File: src/rtl/cu_pkg.sv
// Shared definitions for the accumulator-machine control unit: opcodes,
// ALU operation encodings and the sequencer state type.
package cu_pkg;

    localparam int CU_OPCODE_W = 4;
    localparam int ALU_CODE_W  = 3;

    localparam logic [CU_OPCODE_W-1:0] OP_NOP = 4'h0;
    localparam logic [CU_OPCODE_W-1:0] OP_LDA = 4'h1;
    localparam logic [CU_OPCODE_W-1:0] OP_STA = 4'h2;
    localparam logic [CU_OPCODE_W-1:0] OP_ADD = 4'h3;
    localparam logic [CU_OPCODE_W-1:0] OP_SUB = 4'h4;
    localparam logic [CU_OPCODE_W-1:0] OP_AND = 4'h5;
    localparam logic [CU_OPCODE_W-1:0] OP_OR  = 4'h6;
    localparam logic [CU_OPCODE_W-1:0] OP_XOR = 4'h7;
    localparam logic [CU_OPCODE_W-1:0] OP_LDI = 4'h8;
    localparam logic [CU_OPCODE_W-1:0] OP_JMP = 4'h9;
    localparam logic [CU_OPCODE_W-1:0] OP_JZ  = 4'hA;
    localparam logic [CU_OPCODE_W-1:0] OP_JNZ = 4'hB;
    localparam logic [CU_OPCODE_W-1:0] OP_HLT = 4'hF;

    localparam logic [ALU_CODE_W-1:0] ALU_PASS_B = 3'd0;
    localparam logic [ALU_CODE_W-1:0] ALU_ADD    = 3'd1;
    localparam logic [ALU_CODE_W-1:0] ALU_SUB    = 3'd2;
    localparam logic [ALU_CODE_W-1:0] ALU_AND    = 3'd3;
    localparam logic [ALU_CODE_W-1:0] ALU_OR     = 3'd4;
    localparam logic [ALU_CODE_W-1:0] ALU_XOR    = 3'd5;

    typedef enum logic [2:0] {
        ST_BOOT     = 3'd0,
        ST_FETCH_HI = 3'd1,
        ST_FETCH_LO = 3'd2,
        ST_DECODE   = 3'd3,
        ST_MEM_WAIT = 3'd4,
        ST_HALT     = 3'd5
    } cu_state_t;

endpackage

File: src/rtl/cu_decoder.sv
// Combinational opcode classifier: memory read/write, immediate load,
// jump variants, halt, plus the ALU operation used when read data returns.
module cu_decoder
    import cu_pkg::*;
#(
    parameter int OPCODE_WIDTH = 4
) (
    input  logic [OPCODE_WIDTH-1:0] opcode,
    output logic                    is_read,
    output logic                    is_write,
    output logic                    is_ldi,
    output logic                    is_jmp,
    output logic                    is_jz,
    output logic                    is_jnz,
    output logic                    is_halt,
    output logic [ALU_CODE_W-1:0]   alu_code
);

    // Opcode classification; anything unlisted behaves as NOP.
    always_comb begin
        is_read  = 1'b0;
        is_write = 1'b0;
        is_ldi   = 1'b0;
        is_jmp   = 1'b0;
        is_jz    = 1'b0;
        is_jnz   = 1'b0;
        is_halt  = 1'b0;
        alu_code = ALU_PASS_B;
        case (opcode)
            OPCODE_WIDTH'(OP_LDA): is_read = 1'b1;
            OPCODE_WIDTH'(OP_STA): is_write = 1'b1;
            OPCODE_WIDTH'(OP_ADD): begin is_read = 1'b1; alu_code = ALU_ADD; end
            OPCODE_WIDTH'(OP_SUB): begin is_read = 1'b1; alu_code = ALU_SUB; end
            OPCODE_WIDTH'(OP_AND): begin is_read = 1'b1; alu_code = ALU_AND; end
            OPCODE_WIDTH'(OP_OR):  begin is_read = 1'b1; alu_code = ALU_OR;  end
            OPCODE_WIDTH'(OP_XOR): begin is_read = 1'b1; alu_code = ALU_XOR; end
            OPCODE_WIDTH'(OP_LDI): is_ldi = 1'b1;
            OPCODE_WIDTH'(OP_JMP): is_jmp = 1'b1;
            OPCODE_WIDTH'(OP_JZ):  is_jz = 1'b1;
            OPCODE_WIDTH'(OP_JNZ): is_jnz = 1'b1;
            OPCODE_WIDTH'(OP_HLT): is_halt = 1'b1;
            default: alu_code = ALU_PASS_B;
        endcase
    end

endmodule

File: src/rtl/control_unit.sv
// Multi-cycle sequencer for the accumulator CPU: two-byte fetch, decode,
// optional RAM wait, and a sticky halt left only through reset.
module control_unit
    import cu_pkg::*;
#(
    parameter int OPCODE_WIDTH = 4,
    parameter int ALU_OP_WIDTH = 3
) (
    input  logic                    clk,
    input  logic                    reset,
    input  logic [OPCODE_WIDTH-1:0] opcode,
    input  logic                    z_flag,
    input  logic                    ram_ready,
    output logic                    pc_inc,
    output logic                    pc_write_enable,
    output logic                    ir_high_write_enable,
    output logic                    ir_low_write_enable,
    output logic                    acc_write_enable,
    output logic                    z_flag_write_enable,
    output logic                    ram_read_enable,
    output logic                    ram_write_enable,
    output logic                    halted,
    output logic [ALU_OP_WIDTH-1:0] alu_op,
    output logic                    alu_b_sel
);

    cu_state_t             state_r;
    cu_state_t             next_state_s;
    logic                  is_read_s;
    logic                  is_write_s;
    logic                  is_ldi_s;
    logic                  is_jmp_s;
    logic                  is_jz_s;
    logic                  is_jnz_s;
    logic                  is_halt_s;
    logic [ALU_CODE_W-1:0] alu_code_s;

    cu_decoder #(.OPCODE_WIDTH(OPCODE_WIDTH)) u_decoder (
        .opcode   (opcode),
        .is_read  (is_read_s),
        .is_write (is_write_s),
        .is_ldi   (is_ldi_s),
        .is_jmp   (is_jmp_s),
        .is_jz    (is_jz_s),
        .is_jnz   (is_jnz_s),
        .is_halt  (is_halt_s),
        .alu_code (alu_code_s)
    );

    // State register; reset returns to BOOT without waiting for a clock edge.
    always_ff @(posedge clk or posedge reset) begin
        if (reset) begin
            state_r <= ST_BOOT;
        end else begin
            state_r <= next_state_s;
        end
    end

    // Next-state and strobe decode; outputs follow the state combinationally
    // so a reset immediately clears them.
    always_comb begin
        next_state_s         = state_r;
        pc_inc               = 1'b0;
        pc_write_enable      = 1'b0;
        ir_high_write_enable = 1'b0;
        ir_low_write_enable  = 1'b0;
        acc_write_enable     = 1'b0;
        z_flag_write_enable  = 1'b0;
        ram_read_enable      = 1'b0;
        ram_write_enable     = 1'b0;
        halted               = 1'b0;
        alu_op               = ALU_OP_WIDTH'(ALU_PASS_B);
        alu_b_sel            = 1'b0;
        case (state_r)
            ST_BOOT: next_state_s = ST_FETCH_HI;
            ST_FETCH_HI: begin
                ir_high_write_enable = 1'b1;
                pc_inc               = 1'b1;
                next_state_s         = ST_FETCH_LO;
            end
            ST_FETCH_LO: begin
                ir_low_write_enable = 1'b1;
                pc_inc              = 1'b1;
                next_state_s        = ST_DECODE;
            end
            ST_DECODE: begin
                if (is_halt_s) begin
                    next_state_s = ST_HALT;
                end else if (is_read_s || is_write_s) begin
                    ram_read_enable  = is_read_s;
                    ram_write_enable = is_write_s;
                    next_state_s     = ST_MEM_WAIT;
                end else if (is_ldi_s) begin
                    acc_write_enable    = 1'b1;
                    z_flag_write_enable = 1'b1;
                    alu_b_sel           = 1'b1;
                    next_state_s        = ST_FETCH_HI;
                end else begin
                    pc_write_enable = is_jmp_s || (is_jz_s && z_flag) || (is_jnz_s && !z_flag);
                    next_state_s    = ST_FETCH_HI;
                end
            end
            ST_MEM_WAIT: begin
                // The IR opcode is stable here, so re-decoding keeps the enable unchanged.
                ram_read_enable  = is_read_s;
                ram_write_enable = is_write_s;
                if (ram_ready) begin
                    acc_write_enable    = is_read_s;
                    z_flag_write_enable = is_read_s;
                    alu_op              = ALU_OP_WIDTH'(alu_code_s);
                    next_state_s        = ST_FETCH_HI;
                end else begin
                    next_state_s = ST_MEM_WAIT;
                end
            end
            ST_HALT: halted = 1'b1;
            default: next_state_s = ST_BOOT;
        endcase
    end

endmodule

File: config.mk
export PLATFORM = sky130hd
export DESIGN_NAME = control_unit
export DESIGN_NICKNAME = d
export VERILOG_FILES = /design/src/rtl/cu_pkg.sv /design/src/rtl/cu_decoder.sv /design/src/rtl/control_unit.sv
export SDC_FILE = /design/constraint.sdc
export NUM_CORES = 1
export LEC_CHECK = 0
export BUFFER_PORTS_ARGS = -buffer_cell sky130_fd_sc_hd__buf_4
export CORE_AREA = 2 2 39 41
export DETAILED_ROUTE_END_ITERATION = 10
export DIE_AREA = 0 0 41 43
export MAX_ROUTING_LAYER = met4
export PLACE_DENSITY = 0.63
export REMOVE_ABC_BUFFERS = 1
export SLEW_MARGIN = 30
export SYNTH_ARGS = -nofsm -noshare
export SYNTH_HDL_FRONTEND = slang
export SYNTH_SLANG_ARGS = --single-unit
File: constraint.sdc
create_clock -name clk -period 2.47 [get_ports clk]
set_input_delay 0.247 -clock clk [delete_from_list [all_inputs] [get_ports clk]]
set_output_delay 0.247 -clock clk [all_outputs]
set_load 0.01 [all_outputs]
==> results of run 1 <==
[metrics by stage]
step | area [um2] | util [%] | worst slack (ns) | std cells | total power [mW]
6_report | 526 | 38.0 | 0.788 | 83 | 0.470
5_1_grt | 526 | 38.0 | 0.626 | 83 | 0.517
4_1_cts | 526 | 38.0 | 0.768 | 83 | 0.477
3_5_place_dp | 489 | 35.4 | 1.02 | 78 | 0.389
3_3_place_gp | 489 | 35.4 | 1.04 | 78 | 0.384
2_1_floorplan | 319 | - | 1.12 | 42 | 0.280
[final timing paths]
check / startpoint / to / slack (ns) / depth (start not counted)
max: state_r[0] / alu_op[0] / 0.79 / 4
min: ram_ready / state_r[2] / 0.34 / 3
max reg2reg: state_r[0] / state_r[2] / 1.47 / 2
min reg2reg: state_r[1] / state_r[1] / 0.58 / 1
max in group asynchronous: reset / state_r[0] / 1.90 / 3
min in group asynchronous: reset / state_r[2] / 0.45 / 3
[layout make-up]
cell class | count | area share (%)
multi-input cells | 35 | 43.6
flip-flops and latches | 3 | 14.3
repair buffers | 21 | 30.5
clock buffers | 4 | 5.00
inverters | 4 | 2.86
well taps | 16 | 3.81
[per-layer routing]
layer  GRT usage (%)  up-vias  wire, um
met5               -        -         0
met4            4.00        0         0
met3            1.57        0        47
met2            15.6       10       365
met1            12.3      172       358
li1                -      201         -
[power groups by stage]
stage	clock network [mW]	logic [mW]	registers (mW)
2_1_floorplan	0	0.165	0.116
6_report	0.0822	0.264	0.124
3_3_place_gp	0	0.261	0.123
4_1_cts	0.0870	0.266	0.124
3_5_place_dp	0	0.264	0.125
5_1_grt	0.0933	0.292	0.131
[logic make-up (layout without fill, tap and decap cells)]
family          after synthesis  in the layout  share of synthesized area (%)
xor+xnor                      1              1                           2.56
buf+inv                       7             29                           11.3
flops                         3              3                           21.9
compound gates                9              9                           18.6
simple gates                 25             25                           45.6
[worst min-delay path: cells and delay by family]
family	cells	cell delay, ns
compound gates	1	0.07
simple gates	1	0.12
buf+inv	1	0.08
[Yosys cell counts, types with 2 or more instances]
cell      n
nor3_1    5
inv_1     4
nor3b_2   2
nor2_1    8
nand2b_1  2
dfrtp_1   3
nand2_1   3
o22ai_1   3
==> metrics.csv, run 1 <==
metric,value,unit
CP Cell Sequence,nor2b_4 -> nor3b_2 -> nor3b_2 -> buf_4,
grt total ovfl,0,
hold_ws,0.343,ns
Final Max Slew Viols,0,
largest area contributor in the netlist,dfrtp_1,
worst slew pin tran,0.317,ns
Detailed Place HPWL,619,um
final hold vios,0,
CP Buf/Inv Count,1,
count of flip-flops with a built-in enable after synthesis,0,
"Slowest-stage cell, CP",dfrtp_1,
worst rel slew slack,78.9,%
Max IR drop VDD,0.285,mV
P per Cell Area,894,mW/mm2
Multi-input gate area,229,um2
DR pass1 iterations,4,
Reg power frac,26.4,%
Yosys warnings,0,
first-pass GRT wire length,1230,um
clock latency on the worst-skew pair,0.22,ns
Initial DRC Count,6,
leakage,0.262,nW
setup TNS,0,ns
biggest regs,state_r: 3 flops,
Layout area overhead,53.3,%
Avg Synthesized Cell Area,7.62,um2
CP peak stage delay,0.48,ns
post-cts resize count,0,
power share of the combinational group,56.1,%
top_reg_cell synth,dfrtp_1,
initial core utilization,24.8,%
TritonCTS clock tree,done,
Synth Cell Area,343,um2
# port buffers,20,
Max Cap Viol,0,
"most common cell after layout, fill and taps aside",buf_4,
skew final,0.000360,ns
setup violators final,0,
Ports,21,
Post-synth ARST share,100,%
"Distinct cells, synth",23,
max reg flops,3,
Synth top area share,21.9,%
DR vias/cell,4.61,
final WL,772,um
Critical Path Most Common Cell,nor3b_2,
CP required,2.22,ns
initial antenna violation count,0,
hold buffers post-CTS,1,
worst hold-check path type,input pin to flop,
GP Congestion,0.804,
Core Region,0.00138,mm2
# fillers,161,
sw power,0.193,mW
Die Span X,41,um
nets,76,
Overall Global Routing Usage,9.99,%
Reg with most FFs,state_r,
pin count of the biggest net entering global routing,11,
status,"complete, no violations",
die area,0.00176,mm2
nature of the critical path startpoint,flop,
Max Root-Sink Buffers,2,
Sink Count,3,
Area contributors post-synth,"dfrtp_1 (22%), nor2_1 (8.8%), nor3_1 (7.3%)",
Pint,0.277,mW
vias in the first global route,348,
Site Rows,14,
fin crit share,68.1,%
sequential fraction of the synthesis area,21.9,%
CP endpoint kind,output port,
number of synthesized register bits,3,
DRC,0,
TritonCTS Buffers,3,
root buf cell,clkbuf_4,
Clock transition at path regs,0.03,ns
Tmin final,1.68,ns
Clk pwr share,17.5,%
post-route ant nets,0,
via count,383,
family with the most delay on the worst path,simple AND/OR/NAND/NOR gates,
post-synthesis cell count,45,
Crit Path Category,flop to output port,
RSZ-0062 raised after global routing,no,
FF/Latch Area,75.1,um2
sw frac,41.1,%
critical path peak fanout,10,
Highest Clock Rate,0.595,GHz
drt wl/cell,9.30,um
Post-CTS Repair Setup Buffers,0,
Antenna Cells,0,
H-tree levels,1,
ratio of cells with drive above 1 in the final layout,41.8,%
most frequent cells in the layout,"buf_4 (20), nor2_1 (8), nor3_1 (5)",
arrival time at the worst endpoint,1.44,ns
Die Y,43,um
No activity file was read; power rests on OpenSTA's default activity.
==> run 2: changes to the inputs <==
--- a/config.mk
+++ b/config.mk
@@ -5,6 +5,7 @@
 export SDC_FILE = /design/constraint.sdc
 export NUM_CORES = 1
 export LEC_CHECK = 0
+export ABC_AREA = 1
 export BUFFER_PORTS_ARGS = -buffer_cell sky130_fd_sc_hd__buf_4
 export CORE_AREA = 2 2 39 41
 export DETAILED_ROUTE_END_ITERATION = 10
==> constraint.sdc (replaced) <==
create_clock -name clk -period 1.49 [get_ports clk]
set_input_delay 0.149 -clock clk [delete_from_list [all_inputs] [get_ports clk]]
set_output_delay 0.149 -clock clk [all_outputs]
set_load 0.01 [all_outputs]
==> metrics.csv, run 2 <==
metric,value,unit,change
Overall Global Routing Usage,13.0,%,+3.0 points
nets,91,,+20%
Core Region,0.00138,mm2,unchanged
Die Span X,41,um,unchanged
power share of the combinational group,16.6,%,-40 points
grt total ovfl,0,,unchanged
drt wl/cell,9.40,um,+1.0%
"Distinct cells, synth",17,,-26%
Max IR drop VDD,0.160,mV,-44%
setup violators final,0,,unchanged
status,"complete, no violations",,
Site Rows,14,,unchanged
DR pass1 iterations,4,,unchanged
Detailed Place HPWL,683,um,+10%
Initial DRC Count,9,,+3
final setup margin,0.0101,ns,-0.778 ns
Area contributors post-synth,"dfrtp_1 (23%), inv_1 (13%), nand2_1 (13%)",,
Tmin final,1.48,ns,
DR vias/cell,4.36,,-5.6%
# port buffers,20,,unchanged
root buf cell,clkbuf_4,,
Hold Path Depth,4,,+1
Clock transition at path regs,0.04,ns,about the same
initial core utilization,23.7,%,-1.1 points
sequential fraction of the synthesis area,22.9,%,+1.0 points
clock latency on the worst-skew pair,0.24,ns,+0.02 ns
worst rel slew slack,77.1,%,-1.8 points
largest area contributor in the netlist,dfrtp_1,,
worst hold endpoint,state_r[2],,
max reg flops,3,,unchanged
final hold vios,0,,unchanged
Pint,0.204,mW,-26%
post-synthesis cell count,57,,+27%
post-route ant nets,0,,unchanged
leakage,0.290,nW,+11%
hold_ws,0.215,ns,-0.128 ns
skew final,0.00246,ns,+0.00210 ns
first-pass GRT wire length,1460,um,+18%
RSZ-0062 raised after global routing,yes,,
Yosys warnings,0,,unchanged
TritonCTS Buffers,3,,unchanged
Synth top area share,22.9,%,+1.0 points
area of all placed cells without fillers,572,um2,+8.8%
via count,427,,+11%
Antenna Cells,0,,unchanged
die area,0.00176,mm2,unchanged
initial antenna violation count,0,,unchanged
count of flip-flops with a built-in enable after synthesis,0,,unchanged
Place WS,0.179,ns,-0.838 ns
Max Root-Sink Buffers,2,,unchanged
Layout area overhead,74.4,%,
number of synthesized register bits,3,,unchanged
placed inst area,490,um2,+0.26%
pin count of the biggest net entering global routing,7,,-4
sw power,0.0725,mW,-62%
Die Y,43,um,unchanged
Max Cap Viol,0,,unchanged
TritonCTS clock tree,done,,
GP Congestion,0.734,,-8.7%
Reg power frac,29.6,%,+3.2 points
sw frac,26.2,%,-15 points
P per Cell Area,483,mW/mm2,-46%
worst slew pin tran,0.341,ns,+0.0243 ns
Reg with most FFs,state_r,,
vias in the first global route,387,,+11%
FF-to-FF path depth,2,,unchanged
"most common cell after layout, fill and taps aside",buf_4,,
most frequent cells in the layout,"buf_4 (21), nand2_1 (11), inv_1 (10)",,
worst hold-check path type,input pin to flop,,
Reg-to-Reg Start,state_r[0],,
critical path peak fanout,5,,-5
Ports,21,,unchanged
DRC,0,,unchanged
CP endpoint kind,output port,,
CP required,1.34,ns,-0.88 ns
Multi-input gate area,229,um2,unchanged
Sink Count,3,,unchanged
Crit Path Category,flop to output port,,
Synth Cell Area,328,um2,-4.4%
nature of the critical path startpoint,flop,,
Clk pwr share,53.8,%,+36 points
Final Max Slew Viols,0,,unchanged
RR Endpoint,state_r[1],,
min-delay src,ram_ready,,
FF/Latch Area,77.6,um2,+3.3%
Highest Clock Rate,0.676,GHz,
H-tree levels,1,,unchanged
arrival time at the worst endpoint,1.33,ns,-0.11 ns
fin crit share,99.3,%,
final WL,921,um,+19%
Post-synth ARST share,100,%,unchanged
Reg2Reg Setup Slack,0.49,ns,-0.98 ns
Avg Synthesized Cell Area,5.75,um2,-25%
Synth top cells by count,"inv_1 (11), nand2_1 (11), nor2_1 (10)",,
biggest regs,state_r: 3 flops,,
top_reg_cell synth,dfrtp_1,,
# fillers,160,,-0.62%
ratio of cells with drive above 1 in the final layout,45.1,%,+3.3 points
run 2: worst max path at each step:
stage                     slack (ns)          endpoint  startpoint  cells after the start
after floorplan                 0.24  acc_write_enable  state_r[0]                      3
after global placement          0.24  acc_write_enable  state_r[0]                      4
after detailed placement        0.18  acc_write_enable  state_r[0]                      4
after CTS                      0.005   ram_read_enable  state_r[0]                      6
after global routing           -0.09         alu_op[2]  state_r[0]                      4
final                           0.01  acc_write_enable  state_r[0]                      4
run 2: kinds of logic after synthesis:
family                 share of synthesized area (%)
AO/OA/AOI/OAI                                   7.25
XOR/XNOR                                        2.67
AND/OR/NAND/NOR                                 50.0
flip-flops                                      22.9
buffers and inverters                           17.2
run 2: worst max-delay path: stages, from the launching register on:
cell and delay [ns]:
dfrtp_2 0.44, nor3_4 0.23, nand2_2 0.13, o22ai_2 0.14, buf_4 0.15
run 2: metrics by stage:
step | cells | TNS [ns] | power, mW | utilization (%)
floorplan | 56 | 0 | 0.102 | -
global placement | 92 | 0 | 0.124 | 35.4
detailed placement | 92 | 0 | 0.125 | 35.4
CTS | 98 | 0 | 0.281 | 40.0
global route | 98 | -0.440 | 0.299 | 41.3
finish | 98 | 0 | 0.276 | 41.3
run 2: timing repair:
| item | in CTS | in global routing |
|---|---|---|
| hold buffers | 1 | 0 |
| pin swaps | 1 | 2 |
| buffers inserted | 1 | 0 |
| gates cloned | 0 | 0 |
| setup endpoints to repair | 5 | 7 |
| gates resized for setup | 4 | 6 |
| hold endpoints to repair | 3 | 0 |
run 2: power groups by stage:
| stage | clock network, mW | registers, mW | logic [mW] |
|---|---|---|---|
| 2_1_floorplan | 0 | 0.0830 | 0.0186 |
| 3_5_place_dp | 0 | 0.0830 | 0.0417 |
| 6_report | 0.149 | 0.0819 | 0.0458 |
| 5_1_grt | 0.165 | 0.0817 | 0.0524 |
| 3_3_place_gp | 0 | 0.0830 | 0.0415 |
| 4_1_cts | 0.154 | 0.0819 | 0.0450 |
run 2: layer usage:
layer	vias up	track usage, %	wire length [um]
li1	229	-	-
met1	182	14.2	344
met2	13	18.1	510
met3	3	3.14	44
met4	0	12.0	21
met5	-	-	0
run 2: area by class of cell:
cell class | count | area share (%)
Clock buffer | 4 | 4.60
Inverter | 13 | 8.97
Multi-Input combinational cell | 40 | 40.0
Sequential cell | 3 | 13.6
Tap cell | 16 | 3.50
Timing Repair Buffer | 22 | 29.3
